[src/rtl/design_unit_arbiter.sv]
// design_unit_arbiter
// Two-client round-robin arbiter and sequencer for one shared start/result/check
// compute unit. Each client holds one request and one response at a time.
// A watchdog aborts transactions whose check never becomes ready.
module design_unit_arbiter #(
    parameter int DW      = 8,
    parameter int TIMEOUT = 255
) (
    input  logic          CLK,
    input  logic          RST_N,

    input  logic [DW-1:0] req0_a,
    input  logic [DW-1:0] req0_b,
    input  logic          EN_req0,
    output logic          RDY_req0,
    output logic [DW-1:0] resp0_result,
    output logic [DW-1:0] resp0_check,
    output logic          resp0_err,
    output logic          RDY_resp0,
    input  logic          EN_resp0,

    input  logic [DW-1:0] req1_a,
    input  logic [DW-1:0] req1_b,
    input  logic          EN_req1,
    output logic          RDY_req1,
    output logic [DW-1:0] resp1_result,
    output logic [DW-1:0] resp1_check,
    output logic          resp1_err,
    output logic          RDY_resp1,
    input  logic          EN_resp1,

    output logic [DW-1:0] start_a,
    output logic [DW-1:0] start_b,
    output logic          EN_start,
    input  logic          RDY_start,
    input  logic [DW-1:0] result,
    input  logic          RDY_result,
    output logic          EN_check,
    input  logic [DW-1:0] check,
    input  logic          RDY_check
);

    typedef enum logic [1:0] {
        ST_IDLE,
        ST_ISSUE,
        ST_WAIT
    } state_t;

    localparam logic [15:0] TimerLast = 16'(TIMEOUT - 1);

    state_t        state_q;
    logic          lastGrant_q;
    logic [15:0]   timer_q;

    logic          pend0_q;
    logic          valid0_q;
    logic [DW-1:0] req0A_q;
    logic [DW-1:0] req0B_q;
    logic [DW-1:0] resp0Result_q;
    logic [DW-1:0] resp0Check_q;
    logic          resp0Err_q;

    logic          pend1_q;
    logic          valid1_q;
    logic [DW-1:0] req1A_q;
    logic [DW-1:0] req1B_q;
    logic [DW-1:0] resp1Result_q;
    logic [DW-1:0] resp1Check_q;
    logic          resp1Err_q;

    logic          grant_d;
    logic          rdyReq0;
    logic          rdyReq1;
    logic          enStart;
    logic          enCheck;
    logic          timeout;
    logic          unusedResultRdy;

    // The unit's result-valid flag is informational only; the check handshake defines completion.
    assign unusedResultRdy = RDY_result;

    assign rdyReq0 = !pend0_q && !valid0_q;
    assign rdyReq1 = !pend1_q && !valid1_q;
    assign enStart = (state_q == ST_ISSUE) && RDY_start;
    assign enCheck = (state_q == ST_WAIT) && RDY_check;
    assign timeout = (state_q == ST_WAIT) && !RDY_check && (timer_q == TimerLast);

    assign RDY_req0     = rdyReq0;
    assign RDY_req1     = rdyReq1;
    assign RDY_resp0    = valid0_q;
    assign RDY_resp1    = valid1_q;
    assign resp0_result = resp0Result_q;
    assign resp0_check  = resp0Check_q;
    assign resp0_err    = resp0Err_q;
    assign resp1_result = resp1Result_q;
    assign resp1_check  = resp1Check_q;
    assign resp1_err    = resp1Err_q;
    assign EN_start     = enStart;
    assign EN_check     = enCheck;

    // Round-robin pick: a lone pending client wins, a tie goes to whoever did not win last.
    always_comb begin
        grant_d = lastGrant_q;
        if (pend0_q && pend1_q) begin
            grant_d = !lastGrant_q;
        end else if (pend0_q) begin
            grant_d = 1'b0;
        end else if (pend1_q) begin
            grant_d = 1'b1;
        end
    end

    // Operands of the granted client reach the unit only while issuing.
    always_comb begin
        start_a = '0;
        start_b = '0;
        if (state_q == ST_ISSUE) begin
            start_a = lastGrant_q ? req1A_q : req0A_q;
            start_b = lastGrant_q ? req1B_q : req0B_q;
        end
    end

    // Client request/response bookkeeping plus the IDLE -> ISSUE -> WAIT sequencer and watchdog.
    always_ff @(posedge CLK or negedge RST_N) begin
        if (!RST_N) begin
            state_q       <= ST_IDLE;
            lastGrant_q   <= 1'b1;
            timer_q       <= '0;
            pend0_q       <= 1'b0;
            valid0_q      <= 1'b0;
            req0A_q       <= '0;
            req0B_q       <= '0;
            resp0Result_q <= '0;
            resp0Check_q  <= '0;
            resp0Err_q    <= 1'b0;
            pend1_q       <= 1'b0;
            valid1_q      <= 1'b0;
            req1A_q       <= '0;
            req1B_q       <= '0;
            resp1Result_q <= '0;
            resp1Check_q  <= '0;
            resp1Err_q    <= 1'b0;
        end else begin
            if (EN_req0 && rdyReq0) begin
                pend0_q <= 1'b1;
                req0A_q <= req0_a;
                req0B_q <= req0_b;
            end
            if (EN_req1 && rdyReq1) begin
                pend1_q <= 1'b1;
                req1A_q <= req1_a;
                req1B_q <= req1_b;
            end
            if (EN_resp0 && valid0_q) begin
                valid0_q <= 1'b0;
            end
            if (EN_resp1 && valid1_q) begin
                valid1_q <= 1'b0;
            end

            case (state_q)
                ST_IDLE: begin
                    if (pend0_q || pend1_q) begin
                        lastGrant_q <= grant_d;
                        state_q     <= ST_ISSUE;
                    end
                end
                ST_ISSUE: begin
                    if (enStart) begin
                        timer_q <= '0;
                        state_q <= ST_WAIT;
                    end
                end
                ST_WAIT: begin
                    if (enCheck || timeout) begin
                        state_q <= ST_IDLE;
                        if (!lastGrant_q) begin
                            resp0Result_q <= enCheck ? result : '0;
                            resp0Check_q  <= enCheck ? check : '0;
                            resp0Err_q    <= !enCheck;
                            valid0_q      <= 1'b1;
                            pend0_q       <= 1'b0;
                        end else begin
                            resp1Result_q <= enCheck ? result : '0;
                            resp1Check_q  <= enCheck ? check : '0;
                            resp1Err_q    <= !enCheck;
                            valid1_q      <= 1'b1;
                            pend1_q       <= 1'b0;
                        end
                    end else begin
                        timer_q <= timer_q + 16'd1;
                    end
                end
                default: begin
                    state_q <= ST_IDLE;
                end
            endcase
        end
    end

endmodule

[config.mk]
export PLATFORM = sky130hd
export DESIGN_NAME = design_unit_arbiter
export DESIGN_NICKNAME = d
export VERILOG_FILES = /design/src/rtl/design_unit_arbiter.sv
export SDC_FILE = /design/constraint.sdc
export NUM_CORES = 1
export LEC_CHECK = 0
export BUFFER_PORTS_ARGS = -buffer_cell sky130_fd_sc_hd__clkbuf_2
export CAP_MARGIN = 20
export CORE_ASPECT_RATIO = 0.6
export CORE_UTILIZATION = 47
export CTS_CLUSTER_SIZE = 28
export DETAILED_ROUTE_END_ITERATION = 12
export GPL_TIMING_DRIVEN = 1
export PLACE_DENSITY = 0.86
export SYNTH_ARGS = -nofsm -noshare
export SYNTH_HDL_FRONTEND = slang
export SYNTH_SLANG_ARGS = --single-unit
[constraint.sdc]
create_clock -name CLK -period 3.44 [get_ports CLK]
set_clock_uncertainty 0.1 [all_clocks]
set_input_delay 0.172 -clock CLK [delete_from_list [all_inputs] [get_ports CLK]]
set_output_delay 0.172 -clock CLK [all_outputs]
set_load 0.03 [all_outputs]
# Yosys cells after proc, flatten, opt, wreduce, memory -nomap -nowiden
# Index checks and enable logic that the tools add are counted.
[op_classes]
n_bitwise = 1
n_reduce_logical = 28
magnitude_cmp = 0
div = 0
multipliers = 0
shift = 0
addsub = 1
n_eq_ne = 7
n_mux = 32
[op_table]
columns = ["op", "count"]
rows = [
  ["2-to-1 mux 8 bit", 6],
  ["2-to-1 mux 16 bit", 2],
  ["case mux 16 bit (2 select lines)", 1],
  ["2-to-1 mux 1 bit", 19],
  ["adder 16 x 1 -> 16 bit, second input constant", 1],
  ["equality test 16 x 8 -> 1 bit, second input constant", 1],
  ["AND reduction 3 bit", 5],
  ["logical AND 1 bit", 11],
  ["logical NOT 1 bit", 7],
  ["2-to-1 mux 2 bit", 3],
  ["inequality test 2 bit, second input constant", 3],
  ["case mux 2 bit (3 select lines)", 1],
  ["nonzero test 3 bit", 1],
  ["equality test 2 x 1 -> 1 bit, second input constant", 1],
  ["equality test 2 bit, second input constant", 1],
  ["logical NOT 2 bit", 1],
  ["logical OR 1 bit", 2],
  ["inequality test 2 x 1 -> 1 bit, second input constant", 1],
  ["nonzero test 2 bit", 1],
  ["NOT 1 bit", 1],
]
[word_totals]
mem_bits_ro = 0
n_memories = 0
out_inout_bits = 56
input_bits = 57
mem_bits_rw = 0
latch_bits = 0
register_bits = 89

# Longest topological paths before layout
[depth]
ltp_word = 7
mapped_depth = 9
depth_no_buf = 6

# Least setup slack after synthesis
# Ideal clock, no wire load.
[synth_path]
path_kind = "flip-flop to flip-flop"
startpoint = "register timer_q[0]"
endpoint = "register resp0Check_q[7], in the netlist resp0_check[7]"
required_time_ns = 3.219
arrival_time_ns = 2.339
path_buffers = 3
synth_period_minus_slack_ns = 2.560
path_stages_with_launch = 10
setup_slack_ns = 0.880
cell_sequence = "dfrtp_1 -> inv_1 -> ha_1 -> or3b_2 -> or4_1 -> buf_2 -> a211o_1 -> buf_6 -> buf_6 -> a22o_1"
[synth_via]
elab_chain_cells = 4
[synth_rtl]
columns = ["item", "line_no", "text"]
rows = [
  ["start: declaration", "53", "logic [15:0] timer_q;"],
  ["start signal: assignment", "191", "timer_q <= timer_q + 16'd1;"],
  ["equality test 16 x 8 -> 1 bit", "86", "assign timeout = (state_q == ST_WAIT) && !RDY_check && (timer_q == TimerLast);"],
  ["logical AND 1 bit", "86", ""],
  ["logical OR 1 bit", "175", "if (enCheck || timeout) begin"],
  ["AND reduction 3 bit (no line)", "n/a", ""],
  ["end signal: assignment", "179", "resp0Check_q <= enCheck ? check : '0;"],
  ["end: declaration", "60", "logic [DW-1:0] resp0Check_q;"],
]
# Every way passes these cells.
# A chain may end at the register's enable or synchronous reset.

# Final worst setup path
[layout_path]
startpoint = "register timer_q[0]"
endpoint = "register resp0Check_q[4], in the netlist resp0_check[4]"
# Same word-level chain as after synthesis.

==> impl_metrics.toml <==
[outcome]
status = "complete, no violations"

[die]
fp.dieW_um = 119.1
num_rows = 25
fp.dieArea_sq_um = 8602
ios = 113
die_h_um = 72.24
core_area_sq_um = 7914
start_util_pct = 48.84

[yosys]
seq_area_frac_synth_pct = 57.66
synth_cell_types = 38
synth-async-reset-ratio_pct = 100.0
syn-mean-instance-area_sq_um = 11.93
synthesis.instances = 324
ys_ff_latch = 89
synth_fp_nets = 383
synth-main-ff-cell = "dfrtp_1"
synth-edff-count = 0
syn_area_sq_um = 3865
yosysWarnings = 0

[worst_setup_path]
crit_path_start_kind = "register"
path_buf_inv = 1
crit_fanout = 19
critical_path.slowest_cell = "a211o_1"
critical_path.endpoint_type = "register"
path_class = "register to register"
cp_cell_sequence = "inv_1, ha_1, or3b_2, or4_1, a211o_1, a22o_1"
required_ps = 3570
max_stage_delay_ps = 590
arrival_ps = 2870
crit_family = "compound AO/OA/AOI/OAI gates"

[placed_design]
pre_cts_slack_ps = 716.7
place.gp.congestion = 0.8814
placed_area_sq_um = 4524
port_buffers = 111
place_hpwl_mm = 6.544

[grt]
antenna_found_initial = 0
grt_first_pass_wirelength_mm = 16.87
grt_overflow = 0
grt_pass1_vias = 3408
grt_start_max_net_pins = 64
track_usage_pct = 25.87

[finish]
nets = 545
drive_above_1_share_pct = 34.83
fin_area_sq_um = 5360
syn_to_final_growth_pct = 38.69
diodes = 0

[timing]
hold_viol_final = 0
final.period_utilization_pct = 79.60
rsz0062_at_grt = "no"
tightest_slew_ps = 887.3
fin_ws_ps = 701.8
worst_slew_margin_rel_pct = 40.84
final.setup.tns_ps = 0
fmax_mhz = 365.2
slew_viol_final = 0
setup_viol = 0
period_needed_ps = 2738

[clock_tree]
clkSlewWorstSetupHoldPaths_ps = 70
htreeDepth = 3
postCtsSetupBuffers = 0
cts_tree = "yes"
insertion_delay_ps = 340
clockBufferDepth = 2
ctsResizeCount = 0
cts_hold_buf = 52
root_buffer = "clkbuf_16"
numClockSinks = 89
cts_buffers = 9

[drt]
vias = 3354
firstDrtPassIters = 4
routed_wl_mm = 10.50
drc = 0
ant_nets = 0
drtIter0Drc = 235
wl_per_cell_um = 17.53
vias_per_cell = 5.599

[job]
maxCapViolCount = 0

[pwr]
power_density_nw_per_um2 = 896.2
p_total_mw = 4.804
irDropWorstVdd_mv = 0.6151
leakage_nw = 2.560

[hold_path]
hold_class = "input port to register"
state kept, by name, summed over array words and instances (netlist names), 2 cells and up:
register,flops
resp0_result,8
req0A_q,8
resp1_result,8
req1A_q,8
state_q,2
resp1_check,8
resp0_check,8
timer_q,16
req1B_q,8
req0B_q,8
cell usage in the layout, fill, tap and decap left out, types with 2 or more instances in the layout:
master	instances
a22o_1	32
o221ai_1	2
a31oi_1	11
o211ai_1	3
ha_1	2
mux2i_1	19
o21ai_0	10
nor4_1	4
clkinvlp_4	2
nor2_1	29
nand3_1	6
mux2_2	32
inv_1	13
nor3_1	5
or4_1	3
dlygate4sd3_1	52
nor2b_1	2
and2_1	2
nand2_1	9
buf_4	8
or3_1	2
a21oi_1	5
nand2b_1	2
o21a_1	3
clkbuf_16	9
dfrtp_1	88
clkbuf_2	110
nand4_1	8
cells in the mapped netlist, types with 4 or more instances:
library cell,n,area [sq um]
mux2i_1,19,190.2
nor3_1,6,30.03
a31oi_1,11,68.82
mux2_2,32,360.4
nand4_1,8,50.05
nand2_1,9,33.78
nor4_1,4,25.02
a21oi_1,5,25.02
a22o_1,32,280.3
dfrtp_1,88,2202
clkbuf_1,14,52.55
o21ai_0,10,50.05
nor2_1,29,108.9
nand3_1,6,30.03
inv_1,13,48.80
logic make-up after synthesis:
kind of cell,after synthesis,synth area share [%]
AO/OA/AOI/OAI,72,13.92
adder cells (fa/ha/maj),2,0.6474
buffers and inverters,33,3.626
flip-flops,89,57.66
multiplexers,51,14.24
AND/OR/NAND/NOR,77,9.906
report_power, final:
group	total, mW	switching, mW	internal (mW)	leakage (nW)
clock network	0.995	0.425	0.570	0.144
registers	1.81	0.340	1.47	1.11
logic	2.00	1.23	0.771	1.31
worst reg2reg max path, stage by stage, from the launching register on:
cell	delay, ps
dfrtp_1	420
inv_1	110
ha_1	150
or3b_2	450
or4_1	450
a211o_1	590
a22o_1	360
metrics by stage:
step | util [%] | hold slack [ps] | instances
after floorplan | - | -223.6 | 324
after global placement | 57.17 | 199.5 | 530
after detailed placement | 57.17 | 200.0 | 530
after CTS | 67.59 | 275.3 | 598
after global routing | 67.73 | 279.3 | 599
final | 67.73 | 255.5 | 599
layout make-up:
type / count / area (sq um)
inverters: 13 / 48.80
clock buffers: 9 / 225.2
fillers: 551 / 2554
multi-input cells: 202 / 1501
flip-flops and latches: 89 / 2228
clock inverters: 7 / 78.83
repair buffers: 171 / 1142
well taps: 108 / 135.1
layer usage:
layer	track usage (%)	share of wire [%]
met5	0	0
met4	8.298	1.5
met3	8.412	7.8
met2	41.09	47
met1	34.05	44
final timing paths:
| check | startpoint | endpoint | slack, ps | cells after the start |
|---|---|---|---|---|
| worst max-delay path | timer_q[0]$_DFFE_PN0P_ | resp0_check[4]$_DFFE_PN0P_ | 700 | 6 |
| worst min-delay path | RDY_check | resp0_check[5]$_DFFE_PN0P_ | 260 | 4 |
| worst max register to register | timer_q[0]$_DFFE_PN0P_ | resp0_check[4]$_DFFE_PN0P_ | 700 | 6 |
| worst min register to register | req0B_q[6]$_DFFE_PN0P_ | req0B_q[6]$_DFFE_PN0P_ | 400 | 1 |
| max in group asynchronous | RST_N | resp0_result[7]$_DFFE_PN0P_ | 2060 | 3 |
| min in group asynchronous | RST_N | resp0_check[6]$_DFFE_PN0P_ | 330 | 2 |
Note: power is estimated with default switching activity, not from simulation.
